[src/rtl/riscv_v_arith_alu_sched_if.sv]
// riscv_v_arith_alu_sched_if: requester, ALU-control and response signals of the ALU scheduler
interface riscv_v_arith_alu_sched_if #(parameter int NUM_REQ = 4, parameter int TAG_W = 4);
   localparam int IW = $clog2(NUM_REQ);
   logic [NUM_REQ-1:0]       req_valid;
   logic [NUM_REQ-1:0]       req_is_mul;
   logic [NUM_REQ*TAG_W-1:0] req_tag;
   logic [NUM_REQ-1:0]       req_ready;
   logic [NUM_REQ-1:0]       alu_sel;
   logic                     alu_busy;
   logic                     capture_en;
   logic                     rsp_valid;
   logic [IW-1:0]            rsp_id;
   logic [TAG_W-1:0]         rsp_tag;
   logic                     rsp_ready;
   modport master (output req_valid, req_is_mul, req_tag, rsp_ready,
                   input  req_ready, alu_sel, alu_busy, capture_en, rsp_valid, rsp_id, rsp_tag);
   modport slave  (input  req_valid, req_is_mul, req_tag, rsp_ready,
                   output req_ready, alu_sel, alu_busy, capture_en, rsp_valid, rsp_id, rsp_tag);
endinterface

[src/rtl/riscv_v_arith_alu_sched.sv]
// riscv_v_arith_alu_sched: round-robin scheduler sharing one vector ALU among NUM_REQ requesters
module riscv_v_arith_alu_sched #(
   parameter int NUM_REQ = 4,
   parameter int MUL_LAT = 3,
   parameter int TAG_W   = 4
) (
   input logic clk,
   input logic rst,
   riscv_v_arith_alu_sched_if.slave bus
);
   localparam int IW = $clog2(NUM_REQ);
   localparam int CW = (MUL_LAT > 1) ? $clog2(MUL_LAT) : 1;
   typedef enum logic [1:0] {S_IDLE, S_EXEC, S_RSP} state_t;
   state_t             r_state, w_next;
   logic [IW-1:0]      r_ptr, r_id, r_rsp_id, w_gid;
   logic [CW-1:0]      r_cnt;
   logic [TAG_W-1:0]   r_tag, r_rsp_tag;
   logic [NUM_REQ-1:0] r_sel, w_gnt;
   logic               w_found, w_win, w_acc, w_done;
   // Grant window: IDLE, or RSP in the cycle the response is consumed
   assign w_win  = (r_state == S_IDLE) || (r_state == S_RSP && bus.rsp_ready);
   assign w_acc  = w_win && w_found;
   assign w_done = (r_state == S_EXEC) && (r_cnt == '0);
   always_comb begin
      w_gnt   = '0;
      w_gid   = '0;
      w_found = 1'b0;
      for (int k = 0; k < NUM_REQ; k++) begin
         if (!w_found && bus.req_valid[(int'(r_ptr) + k) % NUM_REQ]) begin
            w_found = 1'b1;
            w_gid   = IW'((int'(r_ptr) + k) % NUM_REQ);
            w_gnt[(int'(r_ptr) + k) % NUM_REQ] = 1'b1;
         end
      end
   end
   always_ff @(posedge clk or posedge rst) begin
      if (rst) r_state <= S_IDLE;
      else     r_state <= w_next;
   end
   always_comb begin
      w_next = r_state;
      case (r_state)
         S_IDLE:  w_next = w_acc ? S_EXEC : S_IDLE;
         S_EXEC:  w_next = w_done ? S_RSP : S_EXEC;
         S_RSP:   w_next = bus.rsp_ready ? (w_acc ? S_EXEC : S_IDLE) : S_RSP;
         default: w_next = S_IDLE;
      endcase
   end
   always_comb begin
      bus.req_ready  = w_win ? w_gnt : '0;
      bus.alu_sel    = r_sel;
      bus.alu_busy   = (r_state == S_EXEC);
      bus.capture_en = w_done;
      bus.rsp_valid  = (r_state == S_RSP);
      bus.rsp_id     = r_rsp_id;
      bus.rsp_tag    = r_rsp_tag;
   end
   always_ff @(posedge clk or posedge rst) begin
      if (rst) begin
         r_ptr     <= '0;
         r_sel     <= '0;
         r_id      <= '0;
         r_tag     <= '0;
         r_cnt     <= '0;
         r_rsp_id  <= '0;
         r_rsp_tag <= '0;
      end else begin
         if (w_acc) begin
            r_ptr <= IW'((int'(w_gid) + 1) % NUM_REQ);
            r_sel <= w_gnt;
            r_id  <= w_gid;
            r_tag <= bus.req_tag[int'(w_gid)*TAG_W +: TAG_W];
            r_cnt <= bus.req_is_mul[w_gid] ? CW'(MUL_LAT - 1) : '0;
         end else if (r_state == S_EXEC && r_cnt != '0) begin
            r_cnt <= r_cnt - 1'b1;
         end
         if (w_done) begin
            r_rsp_id  <= r_id;
            r_rsp_tag <= r_tag;
         end
         if (r_state == S_RSP && bus.rsp_ready && !w_acc) r_sel <= '0;
      end
   end
endmodule

[src/flat_wrapper.sv]
// flat-port wrapper written by rule: the top's interface ports become plain ports
module riscv_v_arith_alu_sched_flat 
#(
   parameter int NUM_REQ = 4,
   parameter int MUL_LAT = 3,
   parameter int TAG_W   = 4
)
  (clk, rst, bus_req_valid, bus_req_is_mul, bus_req_tag, bus_rsp_ready, bus_req_ready, bus_alu_sel, bus_alu_busy, bus_capture_en, bus_rsp_valid, bus_rsp_id, bus_rsp_tag);
  riscv_v_arith_alu_sched_if #(.NUM_REQ(NUM_REQ), .TAG_W(TAG_W)) bus_i ();
  input logic clk;
  input logic rst;
  input wire logic [$bits(bus_i.req_valid)-1:0] bus_req_valid;
  input wire logic [$bits(bus_i.req_is_mul)-1:0] bus_req_is_mul;
  input wire logic [$bits(bus_i.req_tag)-1:0] bus_req_tag;
  input wire logic [$bits(bus_i.rsp_ready)-1:0] bus_rsp_ready;
  output wire logic [$bits(bus_i.req_ready)-1:0] bus_req_ready;
  output wire logic [$bits(bus_i.alu_sel)-1:0] bus_alu_sel;
  output wire logic [$bits(bus_i.alu_busy)-1:0] bus_alu_busy;
  output wire logic [$bits(bus_i.capture_en)-1:0] bus_capture_en;
  output wire logic [$bits(bus_i.rsp_valid)-1:0] bus_rsp_valid;
  output wire logic [$bits(bus_i.rsp_id)-1:0] bus_rsp_id;
  output wire logic [$bits(bus_i.rsp_tag)-1:0] bus_rsp_tag;
  assign bus_i.req_valid = bus_req_valid;
  assign bus_i.req_is_mul = bus_req_is_mul;
  assign bus_i.req_tag = bus_req_tag;
  assign bus_i.rsp_ready = bus_rsp_ready;
  assign bus_req_ready = bus_i.req_ready;
  assign bus_alu_sel = bus_i.alu_sel;
  assign bus_alu_busy = bus_i.alu_busy;
  assign bus_capture_en = bus_i.capture_en;
  assign bus_rsp_valid = bus_i.rsp_valid;
  assign bus_rsp_id = bus_i.rsp_id;
  assign bus_rsp_tag = bus_i.rsp_tag;
  riscv_v_arith_alu_sched #(.NUM_REQ(NUM_REQ), .MUL_LAT(MUL_LAT), .TAG_W(TAG_W)) u_core (.clk(clk), .rst(rst), .bus(bus_i));
endmodule
[config.mk]
export PLATFORM = sky130hd
export DESIGN_NAME = riscv_v_arith_alu_sched_flat
export DESIGN_NICKNAME = d
export VERILOG_FILES = /design/src/rtl/riscv_v_arith_alu_sched_if.sv /design/src/rtl/riscv_v_arith_alu_sched.sv /design/src/flat_wrapper.sv
export SDC_FILE = /design/constraint.sdc
export NUM_CORES = 1
export LEC_CHECK = 0
export CAP_MARGIN = 0
export CELL_PAD_IN_SITES_DETAIL_PLACEMENT = 1
export CELL_PAD_IN_SITES_GLOBAL_PLACEMENT = 2
export CORE_UTILIZATION = 30
export CTS_CLUSTER_SIZE = 28
export DETAILED_ROUTE_END_ITERATION = 8
export PLACE_DENSITY = 0.93
export SETUP_SLACK_MARGIN = 0.1
export SLEW_MARGIN = 25
export SYNTH_ARGS = -nofsm -noshare
export SYNTH_HDL_FRONTEND = slang
export SYNTH_SLANG_ARGS = --single-unit
[constraint.sdc]
create_clock -name clk -period 4.35 [get_ports clk]
set_clock_uncertainty 0.05 [all_clocks]
set_input_delay 0.87 -clock clk [delete_from_list [all_inputs] [get_ports clk]]
set_output_delay 0.87 -clock clk [all_outputs]
set_load 0.02 [all_outputs]
Word-level counts from Yosys, hierarchy flattened
Index checks and enable logic that the tools add are counted.
Storage, ports and cells
  latch bits: 0
  RAM bits: 0
  register bits: 22
  memories kept: 0
  memory bits (read-only): 0
Cells by class
  shifts and indexed selects: 1
  eq/ne operators: 2
  multiply operators: 0
  multiplexer cells: 43
  magnitude comparators: 9
  reduce and logical (&&, ||, !) cells: 25
  add/sub/neg operators: 5
  divide/modulo/power cells: 0
  bitwise gates (word level): 6
Operators with widths (number)
  $mux 4: 7
  $mux 2: 9
  $mux 1: 17
  $shiftx 16x5->4: 1
  $logic_and 1x1->1: 12
  $lt 3x4->1 const B: 3
  $or 4x4->4: 3
  $bmux 1 s2: 5
  $ge 3x1->1 const B: 3
  $demux 1 s2: 4
  $lt 2x3->1 const B: 2
  $pmux 2 s3: 1
  $reduce_bool 2->1: 3
  $reduce_or 2->1: 3
  $add 2x1->2 const B: 2
  $add 2x2->2 const B: 2
  $logic_not 1->1: 4
  $logic_not 2->1: 2
  $and 1x1->1 const A: 3
  $eq 2x1->1 const B: 1
  $eq 2x2->1 const B: 1
  $ge 2x1->1 const B: 1
  $sub 2x1->2 const B: 1
  $logic_or 1x1->1: 1

Logic depth before layout (Yosys ltp)
Gate-level depths: netlist of the first run.
  depth in word-level cells: 18
  gate-level depth with buffers: 11
  mapped depth without buffers: 8

Worst setup path after synthesis of the first run
Ideal clock, no wire load.
  path type: reg2out
  from: register u_core.r_ptr[0]
  to: output bus_req_ready[0]
  cell stages (with the launch flop): 10
  arrival time: 2.533 ns
  required time: 3.430 ns
  path slack: 0.897 ns
  buffers on the path: 2
  path through: dfrtp_1 buf_2 inv_1 ha_1 clkbuf_1 mux4_2 nor2b_4 a22oi_1 or2_0 a21oi_1
On the way
  longest elaborated chain between the ends: 14
Ends and longest elaborated chain
  from (decl): line riscv_v_arith_alu_sched.sv:15  | logic [IW-1:0] r_ptr, r_id, r_rsp_id, w_gid;
  from (signal assigned): line riscv_v_arith_alu_sched.sv:69  | r_ptr <= IW'((int'(w_gid) + 1) % NUM_REQ);
  $add 2x1->2: line riscv_v_arith_alu_sched.sv:29, riscv_v_arith_alu_sched.sv:32
  $reduce_or 2->1 (no line)
  $and 1x1->1 (no line)
  $lt 3x4->1 (not written as such) or $ge 3x1->1 (tied branches): line riscv_v_arith_alu_sched.sv:32  | w_gnt[(int'(r_ptr) + k) % NUM_REQ] = 1'b1;
  $logic_and 1x1->1 (not written as such): line riscv_v_arith_alu_sched.sv:32
  $mux 1 (not written as such): line riscv_v_arith_alu_sched.sv:32
  $demux 1 s2
  $or 4x4->4 (no line)
  $mux 4: line riscv_v_arith_alu_sched.sv:29  | if (!w_found && bus.req_valid[(int'(r_ptr) + k) % NUM_REQ]) begin
  $or 4x4->4 (no line)
  $mux 4: line riscv_v_arith_alu_sched.sv:29
  $or 4x4->4 (no line)
  $mux 4 (*): line riscv_v_arith_alu_sched.sv:29
  $mux 4 (*): line riscv_v_arith_alu_sched.sv:50  | bus.req_ready = w_win ? w_gnt : '0;
  to (decl): line flat_wrapper.sv:16  | output wire logic [$bits(bus_i.req_ready)-1:0] bus_req_ready;
Every way passes the cells marked *; elsewhere a longest branch is shown, timed or not. The select of a mux whose other input is x is not followed.

Final worst setup path of the first run
  from: input bus_req_valid[1]
  to: output bus_req_ready[2]
On the way
  longest elaborated chain between the ends: 13
Ends and longest elaborated chain
  from (decl): line flat_wrapper.sv:12  | input wire logic [$bits(bus_i.req_valid)-1:0] bus_req_valid;
  $bmux 1 s2: line riscv_v_arith_alu_sched.sv:29
  $mux 1 (not written as such): line riscv_v_arith_alu_sched.sv:29
  $mux 1: line riscv_v_arith_alu_sched.sv:29
  $logic_not 1->1: line riscv_v_arith_alu_sched.sv:29
  $logic_and 1x1->1: line riscv_v_arith_alu_sched.sv:29
  $mux 1: line riscv_v_arith_alu_sched.sv:29
  $logic_not 1->1: line riscv_v_arith_alu_sched.sv:29
  $logic_and 1x1->1: line riscv_v_arith_alu_sched.sv:29
  $mux 1: line riscv_v_arith_alu_sched.sv:29
  $logic_not 1->1: line riscv_v_arith_alu_sched.sv:29
  $logic_and 1x1->1: line riscv_v_arith_alu_sched.sv:29
  $mux 4 (*): line riscv_v_arith_alu_sched.sv:29
  $mux 4 (*): line riscv_v_arith_alu_sched.sv:50
Marked as above.

==> metrics.csv, run 1 <==
stage;metric;value;unit
setup_path;crit_type;input port to output port;
synthesis;yosysWarningCount;0;
global_route;grt_overflow_total;0;
timing;fin_crit;4110;ps
synthesis;synthAdderAreaFrac;6.95;%
layout;multiInputGateArea;835;um2
synthesis;synthFlopType;dfrtp_1;
layout;ff_latch_area;552;um2
layout;drive_gt1_share;10.7;%
route;antenna_left;0;
synthesis;yosys.area.top_type;dfrtp_1;
cts;insertion_delay;260;ps
synthesis;syn_nets;174;
timing;max_freq;243;MHz
floorplan;die_width;71.3;um
timing;setup_ws;240;ps
setup_path;cp-start-kind;input port;
cts;clk_pin_slew;80;ps
cts;cts_made_buffers;3;
route;highest_layer;met4;
cts;cts_resized;0;
cts;clockRootBuffer;clkbuf_8;
cts;post-cts-setup-buffer-count;0;
global_route;antenna_found_initial;0;
synthesis;seq_area_frac_synth;38.2;%
synthesis;netlist_top_cells_count;22 x dfrtp_1, 12 x nand2_1, 11 x mux2i_1;
layout;nets;223;
hold_path;min_path_type;flop to flop;
floorplan;fp-row-count;24;
route;vias;1241;
placement;pre_cts_slack;237;ps
synthesis;synth_cells;139;
synthesis;synth_area;1440;um2
synthesis;synthXorXnorAreaFrac;2.43;%
synthesis;ys_ff_latch;22;
cts;clockBufferDepth;2;
floorplan;die_area;5080;um2
setup_path;crit_required;3430;ps
layout;n_antenna_cell;0;
layout;final_util;45.4;%
route;drc;2;
global_route;grt_pass1_wl;6390;um
cts;cts.sinks;22;
synthesis;synth_compound_area_share;18.5;%
placement;dp_cells;235;
power;power.total;1.55;mW
synthesis;yosys.area_share.simple;13.0;%
route;wirelength;3790;um
synthesis;yosysMostFrequentCell;dfrtp_1;
global_route;grt_pass1_vias;1326;
route;drt-initial-drc-count;72;
synthesis;syn_avg_cell_area;10.4;um2
route;met2_wirelength;1940;um
timing;slew_headroom;42.5;%
timing;grt_setup_unrepaired;false;
placement;port-buffer-count;43;
placement;dp_hpwl;3110;um
route;via_per_inst;5.19;
synthesis;yosysTopAreaCellShare;38.2;%
placement;place.gp.congestion;0.765;
timing;slew_violations;0;
layout;fin_cells;239;
setup_path;end_kind;output port;
route;first_pass_iters;7;
run_status;violations;DRC;
global_route;grt_max_degree;23;
synthesis;yosys-top-cells-area;dfrtp_1 38%, mux2i_1 7.6%, ha_1 7.0%;
setup_path;arrival;3190;ps
cts;htreeDepth;1;
synthesis;synthArstFlopShare;100;%
synthesis;synth_cell_types;35;
run_status;status;finished with violations;
floorplan;initial_core_util;32.2;%
floorplan;core;4470;um2
synthesis;synthMuxAreaShare;17.0;%
setup_path;crit_fanout;6;
route;met1_length;1640;um
cts;cts_tree;done;
timing;timing.final.crit_share;94.5;%
timing;setup_viol;0;
floorplan;die_y;71.3;um
synthesis;synth_edf_count;0;
power;p_leak;0.927;nW
flow_run;cap_violations;0;
synthesis;synth_top_family_by_area;compound AO/OA/AOI/OAI gates;
timing;finalSetupTns;0;ps
timing;hold_viol_final;0;
power;ir_drop;0.311;mV
power;cellPowerDensity;765;nW/um2
layout;areaGrowthSynthToFinish;40.9;%
cts;postCtsHoldBufs;0;
timing;tightest_slew;862;ps
global_route;grt_use_total;16.0;%
route;wl_per_cell;15.9;um
route;route.met3.wl;179;um
layout;num-fill-cells;505;
floorplan;io_pins;44;
-- layout make-up --
| cell class | instances | share of cell area, % |
|---|---|---|
| clock buffers | 3 | 2.03 |
| flip-flops and latches | 22 | 27.2 |
| repair buffers | 49 | 23.7 |
| well taps | 52 | 3.21 |
| multi-input cells | 105 | 41.1 |
| inverters | 7 | 1.29 |
| clock inverters | 1 | 1.48 |
-- sequential cells by signal (all words and copies together) (netlist names) --
signal and cells:
u_core.r_tag 4, u_core.r_cnt 2, u_core.bus.rsp_tag 4, u_core.r_state 2
u_core.bus.alu_sel 4, u_core.r_ptr 2, u_core.bus.rsp_id 2, u_core.r_id 2
-- cell usage in the layout, fill, tap and decap left out, types with 3 or more instances in the layout --
master           synthesis  routed
nor2b_1                  3       3
mux2i_1                 11      11
dfrtp_1                 22      21
nand2_1                 12      12
mux4_2                   3       3
a21o_1                   6       6
inv_1                    5       5
or2_0                    4       4
clkbuf_8                 0       3
xnor2_1                  4       4
buf_4                    0       6
o21ai_1                  4       4
mux2_1                   6       6
a21oi_1                  7       7
nor2_1                   7       7
o221ai_1                 5       5
ha_1                     8       8
clkdlybuf4s50_1          0      41
a22oi_1                  8       8
-- kinds of logic (layout without fill, tap and decap cells) --
family                   count (synthesis)  in the layout
AO/OA/AOI/OAI                           37             37
AND/OR/NAND/NOR                         36             36
flip-flops                              22             22
buffers and inverters                   12             60
multiplexers                            20             20
XOR/XNOR                                 4              4
adder cells (fa/ha/maj)                  8              8
-- through the flow --
| stage | hold WS, ps | area [um2] |
|---|---|---|
| 2_1_floorplan | 389 | 1440 |
| 3_5_place_dp | 417 | 1950 |
| 5_1_grt | 448 | 2030 |
| 6_report | 434 | 2030 |
| 4_1_cts | 436 | 2020 |
| 3_3_place_gp | 407 | 1950 |
-- worst paths after layout --
kind                                                    from                                 to  slack (ps)  cells after the start
max                                         bus_req_valid[1]                   bus_req_ready[2]         240                      7
min in group asynchronous                                rst  u_core.bus.rsp_tag[3]$_DFFE_PP0P_        1030                      2
max in group asynchronous                                rst        u_core.r_ptr[1]$_DFFE_PP0N_        2630                      2
min                        u_core.bus.alu_sel[2]$_DFFE_PP0P_  u_core.bus.alu_sel[2]$_DFFE_PP0P_         430                      1
min reg2reg                u_core.bus.alu_sel[2]$_DFFE_PP0P_  u_core.bus.alu_sel[2]$_DFFE_PP0P_         430                      1
max reg2reg                      u_core.r_ptr[1]$_DFFE_PP0N_        u_core.r_cnt[1]$_DFFE_PP0P_        1430                      8
-- critical path: stages --
cell	delay (ps)
clkdlybuf4s50_1	430
mux4_2	570
nor2b_4	200
a22oi_1	90
or2_0	200
a21oi_1	180
clkdlybuf4s50_1	640
-- layer usage --
layer | vias to the layer above | GRT usage, %
li1 | 600 | -
met1 | 608 | 20.8
met2 | 31 | 28.1
met3 | 2 | 2.67
met4 | 0 | 3.33
met5 | - | 0
-- report_power, final --
group	switching, mW	internal (mW)	total, mW
sequential	0.0606	0.302	0.363
clock	0.0677	0.123	0.191
combinational	0.539	0.460	0.999
No activity file was read; power rests on OpenSTA's default activity.
==> inputs of run 2 (changes only) <==
--- a/config.mk
+++ b/config.mk
@@ -9,10 +9,11 @@
 export CELL_PAD_IN_SITES_DETAIL_PLACEMENT = 1
 export CELL_PAD_IN_SITES_GLOBAL_PLACEMENT = 2
 export CORE_UTILIZATION = 30
+export CTS_CLUSTER_DIAMETER = 200
 export CTS_CLUSTER_SIZE = 28
 export DETAILED_ROUTE_END_ITERATION = 8
 export PLACE_DENSITY = 0.93
-export SETUP_SLACK_MARGIN = 0.1
+export SETUP_SLACK_MARGIN = 0.05
 export SLEW_MARGIN = 25
 export SYNTH_ARGS = -nofsm -noshare
 export SYNTH_HDL_FRONTEND = slang
==> run 2 against run 1 <==
  * The run still ends with DRC left
  * Sequential power about the same
  * Critical path type unchanged
  * Die area unchanged
  * Highest routed layer unchanged
  * Largest cell class unchanged
  * Combinational power about the same
  * Final area decreased by 0.25%
  * Clock power about the same
  * Total power about the same
  * Non-clock buffer count unchanged
  * Setup slack got worse by 8.6 ps
  * Final cell count unchanged
==> metrics.csv, run 2 (synthesis gave the netlist of run 1 again) <==
stage;metric;value;unit;change
power;ir_drop;0.311;mV;unchanged
timing;setup_ws;232;ps;-8.58 ps
layout;n_antenna_cell;0;;unchanged
power;switching_share;42.9;%;-0.056 points
floorplan;die_width;71.3;um;unchanged
power;cellPowerDensity;768;nW/um2;+0.33%
route;drt-initial-drc-count;72;;unchanged
layout;drive_gt1_share;10.7;%;unchanged
floorplan;io_pins;44;;unchanged
setup_path;crit_fanout;6;;unchanged
hold_path;min_path_type;flop to flop;;
global_route;grt_overflow_total;0;;unchanged
run_status;violations;DRC;;
layout;final_util;45.2;%;-0.11 points
cts;cts_tree;done;;
route;vias;1241;;unchanged
flow_run;cap_violations;0;;unchanged
layout;areaGrowthSynthToFinish;40.6;%;
route;first_pass_iters;6;;-1
power;power.total;1.55;mW;about the same
placement;dp_cells;235;;unchanged
cts;insertion_delay;260;ps;about the same
hold_path;hp-start;u_core.bus.alu_sel[2]$_DFFE_PP0P_;;
layout;final_common_cell;clkdlybuf4s50_1;;
placement;place.gp.congestion;0.765;;unchanged
timing;setup_viol;0;;unchanged
layout;design_area;2020;um2;-0.25%
timing;hold_viol_final;0;;unchanged
setup_path;arrival;3200;ps;about the same
route;met2_wirelength;1940;um;-0.10%
route;wirelength;3790;um;-0.18%
floorplan;die_y;71.3;um;unchanged
timing;finalSetupTns;0;ps;unchanged
setup_path;reg2reg_from;u_core.r_ptr[1]$_DFFE_PP0N_;;
power;clkPwrFrac;12.3;%;about the same
cts;cts_made_buffers;3;;unchanged
layout;fin_cells;239;;unchanged
route;met1_length;1640;um;unchanged
setup_path;crit_start;bus_req_valid[1];;
cts;clk_pin_slew;80;ps;about the same
power;power.internal;887;uW;+0.18%
timing;slew_headroom;42.5;%;about the same
power;p_comb_share;64.4;%;about the same
route;wl_per_cell;15.8;um;-0.18%
placement;port-buffer-count;43;;unchanged
timing;slew_violations;0;;unchanged
global_route;antenna_found_initial;0;;unchanged
cts;clockBufferDepth;2;;unchanged
timing;timing.final.crit_share;94.7;%;+0.20 points
global_route;grt_pass1_vias;1326;;unchanged
timing;tightest_slew;862;ps;+0.105 ps
placement;placed_cell_area;1950;um2;unchanged
power;p_leak;0.893;nW;-3.7%
cts;postCtsHoldBufs;0;;unchanged
layout;nets;223;;unchanged
run_status;status;finished with violations;;
global_route;grt_pass1_wl;6390;um;unchanged
cts;cts.sinks;22;;unchanged
timing;whs;434;ps;+0.147 ps
floorplan;initial_core_util;32.2;%;unchanged
global_route;grt_max_degree;23;;unchanged
placement;pre_cts_slack;237;ps;unchanged
setup_path;cp_cell_sequence;clkdlybuf4s50_1 > mux4_2 > nor2b_4 > a22oi_1 > or2_0 > a21oi_1 > clkdlybuf4s50_1;;
setup_path;critical-path-top-cell-by-count;clkdlybuf4s50_1;;
timing;max_freq;243;MHz;-0.21%
floorplan;die_area;5080;um2;unchanged
layout;layout_common_cells;43 x clkdlybuf4s50_1, 21 x dfrtp_1, 12 x nand2_1;;
route;route.met3.wl;175;um;-2.2%
timing;grt_setup_unrepaired;false;;
route;drc;2;;unchanged
timing;fin_crit;4120;ps;+8.58 ps
floorplan;core;4470;um2;unchanged
cts;htreeDepth;1;;unchanged
route;antenna_left;0;;unchanged
cts;clockRootBuffer;clkbuf_8;;
setup_path;slowest_stage;clkdlybuf4s50_1;;
setup_path;max_stage_delay;640;ps;about the same
setup_path;end_kind;output port;;
placement;dp_hpwl;3110;um;unchanged
route;via_per_inst;5.19;;unchanged
setup_path;crit_type;input port to output port;;
floorplan;fp-row-count;24;;unchanged
global_route;grt_use_total;16.0;%;unchanged
setup_path;cp-start-kind;input port;;
route;highest_layer;met4;;
setup_path;crit_required;3430;ps;about the same
power;p_switching;667;uW;about the same
power;power_frac_seq;23.4;%;about the same
[run 2: cell count changes in the layout (fill, tap and decap cells not counted)]
| cell | change |
|---|---|
| dlymetal6s2s_1 | -2 |
| clkdlybuf4s50_1 | +2 |
[run 2: path summary, 6_finish.rpt]
kind,slack (ps),endpoint,cells after the start
max reg2reg,1430,u_core.r_cnt[1]$_DFFE_PP0P_,8
min in group asynchronous,1030,u_core.bus.rsp_tag[3]$_DFFE_PP0P_,2
max,230,bus_req_ready[1],7
min,430,u_core.bus.alu_sel[2]$_DFFE_PP0P_,1
min reg2reg,430,u_core.bus.alu_sel[2]$_DFFE_PP0P_,1
max in group asynchronous,2630,u_core.r_ptr[1]$_DFFE_PP0N_,2
[run 2: what timing repair did]
item,4_1_cts,5_1_grt
setup buffers,0,0
setup endpoints to repair,0,1
resized for setup,0,1
[run 2: power groups by stage]
stage / combinational (mW) / clock, mW / sequential (mW)
floorplan: 0.657 / 0 / 0.406
global placement: 0.956 / 0 / 0.364
detailed placement: 1.00 / 0 / 0.369
CTS: 1.01 / 0.194 / 0.363
global route: 1.10 / 0.205 / 0.377
finish: 1.00 / 0.191 / 0.363
[run 2: layout make-up]
cell class | instances | area (um2)
fillers | 508 | 2450
inverters | 7 | 26.3
clock inverters | 1 | 30.0
repair buffers | 49 | 475
well taps | 52 | 65.1
flip-flops and latches | 22 | 552
multi-input cells | 105 | 835
clock buffers | 3 | 41.3
[run 2: critical path, delay by kind of cell]
kind            cells  cell delay, ps
compound gates      2             280
simple gates        2             410
buf+inv             2            1070
mux                 1             570
[run 2: routing by layer]
metal  up-vias  GRT usage [%]
li1        600              -
met3         2           2.67
met5         -              0
met4         0           3.33
met1       608           20.8
met2        31           28.1
==> inputs of run 3 (changes only) <==
--- a/config.mk
+++ b/config.mk
@@ -13,6 +13,7 @@
 export CTS_CLUSTER_SIZE = 28
 export DETAILED_ROUTE_END_ITERATION = 8
 export PLACE_DENSITY = 0.93
+export RECOVER_POWER = 50
 export SETUP_SLACK_MARGIN = 0.05
 export SLEW_MARGIN = 25
 export SYNTH_ARGS = -nofsm -noshare
==> run 3 against run 2 <==
  * The run still ends with DRC left
  * Non-clock buffer count stayed put
  * First-iteration DRC count stayed put
  * Core utilization stayed put
  * Register-to-register slack hardly changed
  * Routed wire length hardly changed
  * Total power is 0.14% lower
  * Via count stayed put
  * Highest routed layer unchanged
  * Critical endpoint unchanged
  * Worst hold slack stayed put
  * Largest power group unchanged
  * Die area stayed put
==> metrics.csv, run 3 (synthesis gave the netlist of run 1 again) <==
stage;metric;value;unit;change
global_route;grt_overflow_total;0;;unchanged
route;first_pass_iters;6;;unchanged
cts;postCtsHoldBufs;0;;unchanged
timing;grt_setup_unrepaired;false;;
flow_run;cap_violations;0;;unchanged
layout;layout_common_cells;40 x clkdlybuf4s50_1, 21 x dfrtp_1, 12 x nand2_1;;
power;switching_share;43.0;%;+0.047 points
timing;setup_viol;0;;unchanged
timing;max_freq;243;MHz;unchanged
timing;fin_crit;4120;ps;unchanged
layout;final_common_cell;clkdlybuf4s50_1;;
cts;clk_pin_slew;80;ps;about the same
cts;htreeDepth;1;;unchanged
floorplan;die_area;5080;um2;unchanged
route;antenna_left;0;;unchanged
timing;slew_headroom;42.5;%;about the same
setup_path;crit_type;input port to output port;;
setup_path;cp-start-kind;input port;;
setup_path;max_stage_delay;640;ps;about the same
power;cellPowerDensity;767;nW/um2;-0.14%
placement;dp_cells;235;;unchanged
setup_path;end_kind;output port;;
cts;clockBufferDepth;2;;unchanged
placement;place.gp.congestion;0.765;;unchanged
run_status;status;finished with violations;;
global_route;grt_use_total;16.0;%;unchanged
setup_path;crit_buf_inv;2;;unchanged
power;ir_drop;0.311;mV;-0.11%
global_route;antenna_found_initial;0;;unchanged
floorplan;die_width;71.3;um;unchanged
cts;clockRootBuffer;clkbuf_8;;
power;p_leak;0.895;nW;+0.20%
power;power_frac_seq;23.4;%;about the same
route;vias;1241;;unchanged
timing;timing.final.crit_share;94.7;%;unchanged
power;clkPwrFrac;12.3;%;about the same
cts;cts_tree;done;;
floorplan;initial_core_util;32.2;%;unchanged
power;p_switching;667;uW;about the same
power;power.total;1.55;mW;-0.14%
layout;n_antenna_cell;0;;unchanged
cts;insertion_delay;260;ps;about the same
layout;num-fill-cells;508;;unchanged
placement;port-buffer-count;43;;unchanged
route;wl_per_cell;15.8;um;about the same
route;via_per_inst;5.19;;unchanged
placement;dp_hpwl;3110;um;unchanged
setup_path;arrival;3200;ps;about the same
setup_path;crit_required;3430;ps;about the same
timing;slew_violations;0;;unchanged
setup_path;slowest_stage;clkdlybuf4s50_1;;
setup_path;critical-path-top-cell-by-count;clkdlybuf4s50_1;;
layout;final_util;45.2;%;unchanged
route;drc;2;;unchanged
floorplan;fp-row-count;24;;unchanged
floorplan;die_y;71.3;um;unchanged
global_route;grt_pass1_wl;6390;um;unchanged
layout;nets;223;;unchanged
timing;hold_viol_final;0;;unchanged
route;drt-initial-drc-count;72;;unchanged
layout;fin_cells;239;;unchanged
setup_path;cp_cell_sequence;clkdlybuf4s50_1 > mux4_2 > nor2b_4 > a22oi_1 > or2_0 > a21oi_1 > clkdlybuf4s50_1;;
timing;whs;434;ps;unchanged
run_status;violations;DRC;;
cts;cts.sinks;22;;unchanged
route;wirelength;3780;um;about the same
power;p_comb_share;64.3;%;about the same
timing;finalSetupTns;0;ps;unchanged
hold_path;min_path_type;flop to flop;;
layout;areaGrowthSynthToFinish;40.6;%;unchanged
floorplan;io_pins;44;;unchanged
setup_path;crit_fanout;6;;unchanged
power;power.internal;885;uW;-0.22%
layout;drive_gt1_share;10.7;%;unchanged
floorplan;core;4470;um2;unchanged
cts;cts_made_buffers;3;;unchanged
global_route;grt_pass1_vias;1326;;unchanged
setup_path;crit_family;buffers and inverters;;
timing;tightest_slew;862;ps;+0.200 ps
global_route;grt_max_degree;23;;unchanged
==> run 3: changes by cell type in the layout (fill, tap and decap cells not counted) <==
cell             delta
clkdlybuf4s50_1     -3
dlygate4sd3_1       +3
==> run 3: worst reg2reg max path: cells and delay by family (launching register included) <==
kind,cells,cell delay [ps]
buffers and inverters,1,110
and+or+nand+nor,2,280
muxes,2,740
DFF,1,470
AOI/OAI and AO/OA,2,700
adders and majority gates,1,430
==> run 3: final timing paths <==
path	cells after the start	to	slack (ps)	from
worst max-delay path	7	bus_req_ready[1]	230	bus_req_valid[1]
worst min-delay path	1	u_core.bus.alu_sel[2]$_DFFE_PP0P_	430	u_core.bus.alu_sel[2]$_DFFE_PP0P_
worst max register to register	8	u_core.r_cnt[1]$_DFFE_PP0P_	1430	u_core.r_ptr[1]$_DFFE_PP0N_
worst min register to register	1	u_core.bus.alu_sel[2]$_DFFE_PP0P_	430	u_core.bus.alu_sel[2]$_DFFE_PP0P_
max in group asynchronous	2	u_core.r_ptr[1]$_DFFE_PP0N_	2490	rst
min in group asynchronous	2	u_core.bus.rsp_tag[3]$_DFFE_PP0P_	1170	rst
==> run 3: repair_timing <==
item,4_1_cts,5_1_grt
resized for setup,0,1
setup buffers,0,0
endpoints found under the hold margin,0,0
endpoints found under the setup margin,0,1
==> run 3: area by class of cell <==
class | instances | area, um2 | area share (%)
flip-flops and latches | 22 | 552 | 27.3
clock inverters | 1 | 30.0 | 1.48
repair buffers | 49 | 475 | 23.5
inverters | 7 | 26.3 | 1.30
clock buffers | 3 | 41.3 | 2.04
multi-input cells | 105 | 835 | 41.2
well taps | 52 | 65.1 | 3.21
==> run 3: power by group through the flow <==
| stage | combinational, mW | sequential [mW] | clock [mW] |
|---|---|---|---|
| finish | 0.998 | 0.363 | 0.191 |
| global route | 1.09 | 0.377 | 0.205 |
| CTS | 1.01 | 0.363 | 0.194 |
| detailed placement | 1.00 | 0.369 | 0 |
| global placement | 0.956 | 0.364 | 0 |
| floorplan | 0.657 | 0.406 | 0 |
==> run 3: stage by stage <==
| step | instance area, um2 | setup WS [ps] |
|---|---|---|
| 2_1_floorplan | 1440 | 897 |
| 3_3_place_gp | 1950 | 286 |
| 3_5_place_dp | 1950 | 237 |
| 4_1_cts | 2020 | 231 |
| 5_1_grt | 2020 | 71.8 |
| 6_report | 2020 | 232 |
==> run 3: routing by layer <==
| metal | vias to the layer above | part of all wire, % | wire length [um] | global-route usage, % |
|---|---|---|---|---|
| met2 | 31 | 51 | 1940 | 28.1 |
| met4 | 0 | 0.77 | 29 | 3.33 |
| met5 | - | 0 | 0 | 0 |
| li1 | 600 | - | - | - |
| met3 | 2 | 4.6 | 174 | 2.67 |
| met1 | 608 | 43 | 1640 | 20.8 |
==> variant (settings of run 3) <==
`TAG_W` is set to 4 in 3 places; all go to 5.
--- a/src/rtl/riscv_v_arith_alu_sched_if.sv
+++ b/src/rtl/riscv_v_arith_alu_sched_if.sv
@@ -1,5 +1,5 @@
 // riscv_v_arith_alu_sched_if: requester, ALU-control and response signals of the ALU scheduler
-interface riscv_v_arith_alu_sched_if #(parameter int NUM_REQ = 4, parameter int TAG_W = 4);
+interface riscv_v_arith_alu_sched_if #(parameter int NUM_REQ = 4, parameter int TAG_W = 5);
    localparam int IW = $clog2(NUM_REQ);
    logic [NUM_REQ-1:0]       req_valid;
    logic [NUM_REQ-1:0]       req_is_mul;
--- a/src/rtl/riscv_v_arith_alu_sched.sv
+++ b/src/rtl/riscv_v_arith_alu_sched.sv
@@ -2,7 +2,7 @@
 module riscv_v_arith_alu_sched #(
    parameter int NUM_REQ = 4,
    parameter int MUL_LAT = 3,
-   parameter int TAG_W   = 4
+   parameter int TAG_W   = 5
 ) (
    input logic clk,
    input logic rst,
--- a/src/flat_wrapper.sv
+++ b/src/flat_wrapper.sv
@@ -3,7 +3,7 @@
 #(
    parameter int NUM_REQ = 4,
    parameter int MUL_LAT = 3,
-   parameter int TAG_W   = 4
+   parameter int TAG_W   = 5
 )
   (clk, rst, bus_req_valid, bus_req_is_mul, bus_req_tag, bus_rsp_ready, bus_req_ready, bus_alu_sel, bus_alu_busy, bus_capture_en, bus_rsp_valid, bus_rsp_id, bus_rsp_tag);
   riscv_v_arith_alu_sched_if #(.NUM_REQ(NUM_REQ), .TAG_W(TAG_W)) bus_i ();
Ports: changed (resized bus_req_tag and bus_rsp_tag); port bits go from 44 to 49. The function was not compared with the original's and may differ.
==> variant against run 3 <==
- fmax fell by 1.1%
- cell area is 31% higher
- clock power up 3%
- routed wire length is 47% higher
- power rose by 34%
- critical endpoint is now bus_req_ready[3]
- the flow still finishes with violations (DRC)
- synthesized area rose by 40%
- non-clock buffer count is 7 higher
- sequential cell count is 2 higher
- setup slack lost 0.045 ns
==> variant: results (changes against run 3) <==
- Synth top area cells: dfrtp_1, mux2i_1, mux2_2
- Count of inserted antenna diode cells: 0 (unchanged)
- Post-CTS Setup Bufs: 0 (unchanged)
- Post-Synth XOR/XNOR Area: 0.00870 (-0.0156)
- Largest net degree at the start of global routing: 35 (+52%)
- DP Cell Count: 344 (+46%)
- Fraction of layout cells with a size suffix above 1: 0.125 (+0.0185)
- Failing checks: DRC
- Synth Warn #: 0 (unchanged)
- Via-to-Cell Ratio: 5.47 (+5.3%)
- Max Freq: 240 MHz (-1.1%)
- Crit path to: bus_req_ready[3]
- Adder-Cell Fraction of Synth Area: 0.0497 (-0.0198)
- Top FF cell, synth: dfrtp_1
- Crit path launch: bus_req_valid[1]
- Initial antenna violation count: 0 (unchanged)
- Flop-to-flop setup slack: 1.29 ns (-0.14 ns)
- Commonest cells in the netlist: dfrtp_1, nor2_1, o21ai_0
- First-pass GRT wire length: 9520 um (+49%)
- Seq/Total Area, Yosys: 0.298 (-0.0841)
- Arrival @ worst endpoint: 3.24 ns (+0.04 ns)
- CTS Buffer Depth: 2 (unchanged)
- FF-to-FF Start: u_core.r_ptr[0]
- DRC violations left: 10 (+8)
- WL/cell: 16.0 um (+1.1%)
- # nets final: 311 (+39%)
- Clock network power: 197 uW (+3%)
- CTS Buf Count: 3 (unchanged)
- Rel. slew slack: 0.420 (-0.00477)
- Placed inst area: 0.00256 mm2 (+31%)
- VDD IR-drop max: 0.187 mV (-40%)
- Syn nets: 267 (+53%)
- GPL Wtd Cong: 0.774 (+1.3%)
- Root Buffer: clkbuf_8
- Crit Path Max Fanout: 11 (+5)
- H-tree lvl count: 1 (unchanged)
- Number of global-route vias before repair: 1956 (+48%)
- Number of port buffers: 48 (+12%)
- Synth Area in Compound Gates: 0.274 (+0.0889)
- RR Endpoint: u_core.r_tag[1]
- Total Routing Usage GR: 0.167 (+0.00649)
- Pre-CTS WS: 0.128 ns (-0.109 ns)
- Hpwl dp: 4310 um (+38%)
- Mux contribution to synthesized area: 0.149 (-0.0212)
- R2r worst-path depth: 8 (unchanged)
- Synth cell types: 45 (+29%)
- Total Power: 2.08 mW (+34%)
- Initial DRC Count: 143 (+99%)
- Flop+latch power: 389 uW (+7.2%)
- Syn Inst Count: 228 (+64%)
- Sw Ratio: 0.459 (+0.0294)
- Layout Cells excl Fill: 348 (+46%)
- Leak: 1.12 nW (+25%)
- Status: finished, violations left
==> variant: how the worst min path moves through the flow <==
stage | slack, ns | end | startpoint | cells after the start
final | 0.45 | u_core.r_tag[1] | u_core.r_tag[1] | 2
after global routing | 0.47 | u_core.bus.alu_sel[2] | u_core.bus.alu_sel[2] | 1
after CTS | 0.45 | u_core.r_tag[1] | u_core.r_tag[1] | 2
after detailed placement | 0.42 | u_core.bus.alu_sel[1] | u_core.bus.alu_sel[1] | 1
after global placement | 0.41 | u_core.bus.alu_sel[1] | u_core.bus.alu_sel[1] | 1
after floorplan | 0.40 | u_core.r_tag[1] | u_core.r_tag[1] | 2
==> variant: layer usage <==
metal | vias to the layer above | track usage | routed length, um
met2 | 45 | 0.297 | 2740
met3 | 5 | 0.0237 | 229
met4 | 0 | 0.0251 | 29
met5 | - | 0 | 0
li1 | 919 | - | -
met1 | 933 | 0.217 | 2570
==> variant: layout make-up <==
class	instances	area [um2]
Clock buffer	3	41.3
Fill cell	746	3780
Tap cell	77	96.3
Sequential cell	24	601
Clock inverter	1	30.0
Timing Repair Buffer	56	543
Inverter	10	37.5
Multi-Input combinational cell	177	1300
==> variant: worst reg2reg max path, cell delays in order, from the launching register on <==
cell     delay, ns
dfrtp_1       0.36
buf_4         0.36
mux4_2        0.67
buf_4         0.24
nor2_1        0.12
o221a_1       0.17
a221o_1       0.45
or4b_1        0.48
nand3_1       0.10
==> variant: cell families (layout without fill, tap and decap cells) <==
logic type      count (synthesis)  in the layout
fa+ha+maj                       8              8
xor+xnor                        2              2
compound gates                 80             80
simple gates                   62             62
buf+inv                        27             70
flops                          24             24
mux                            25             25
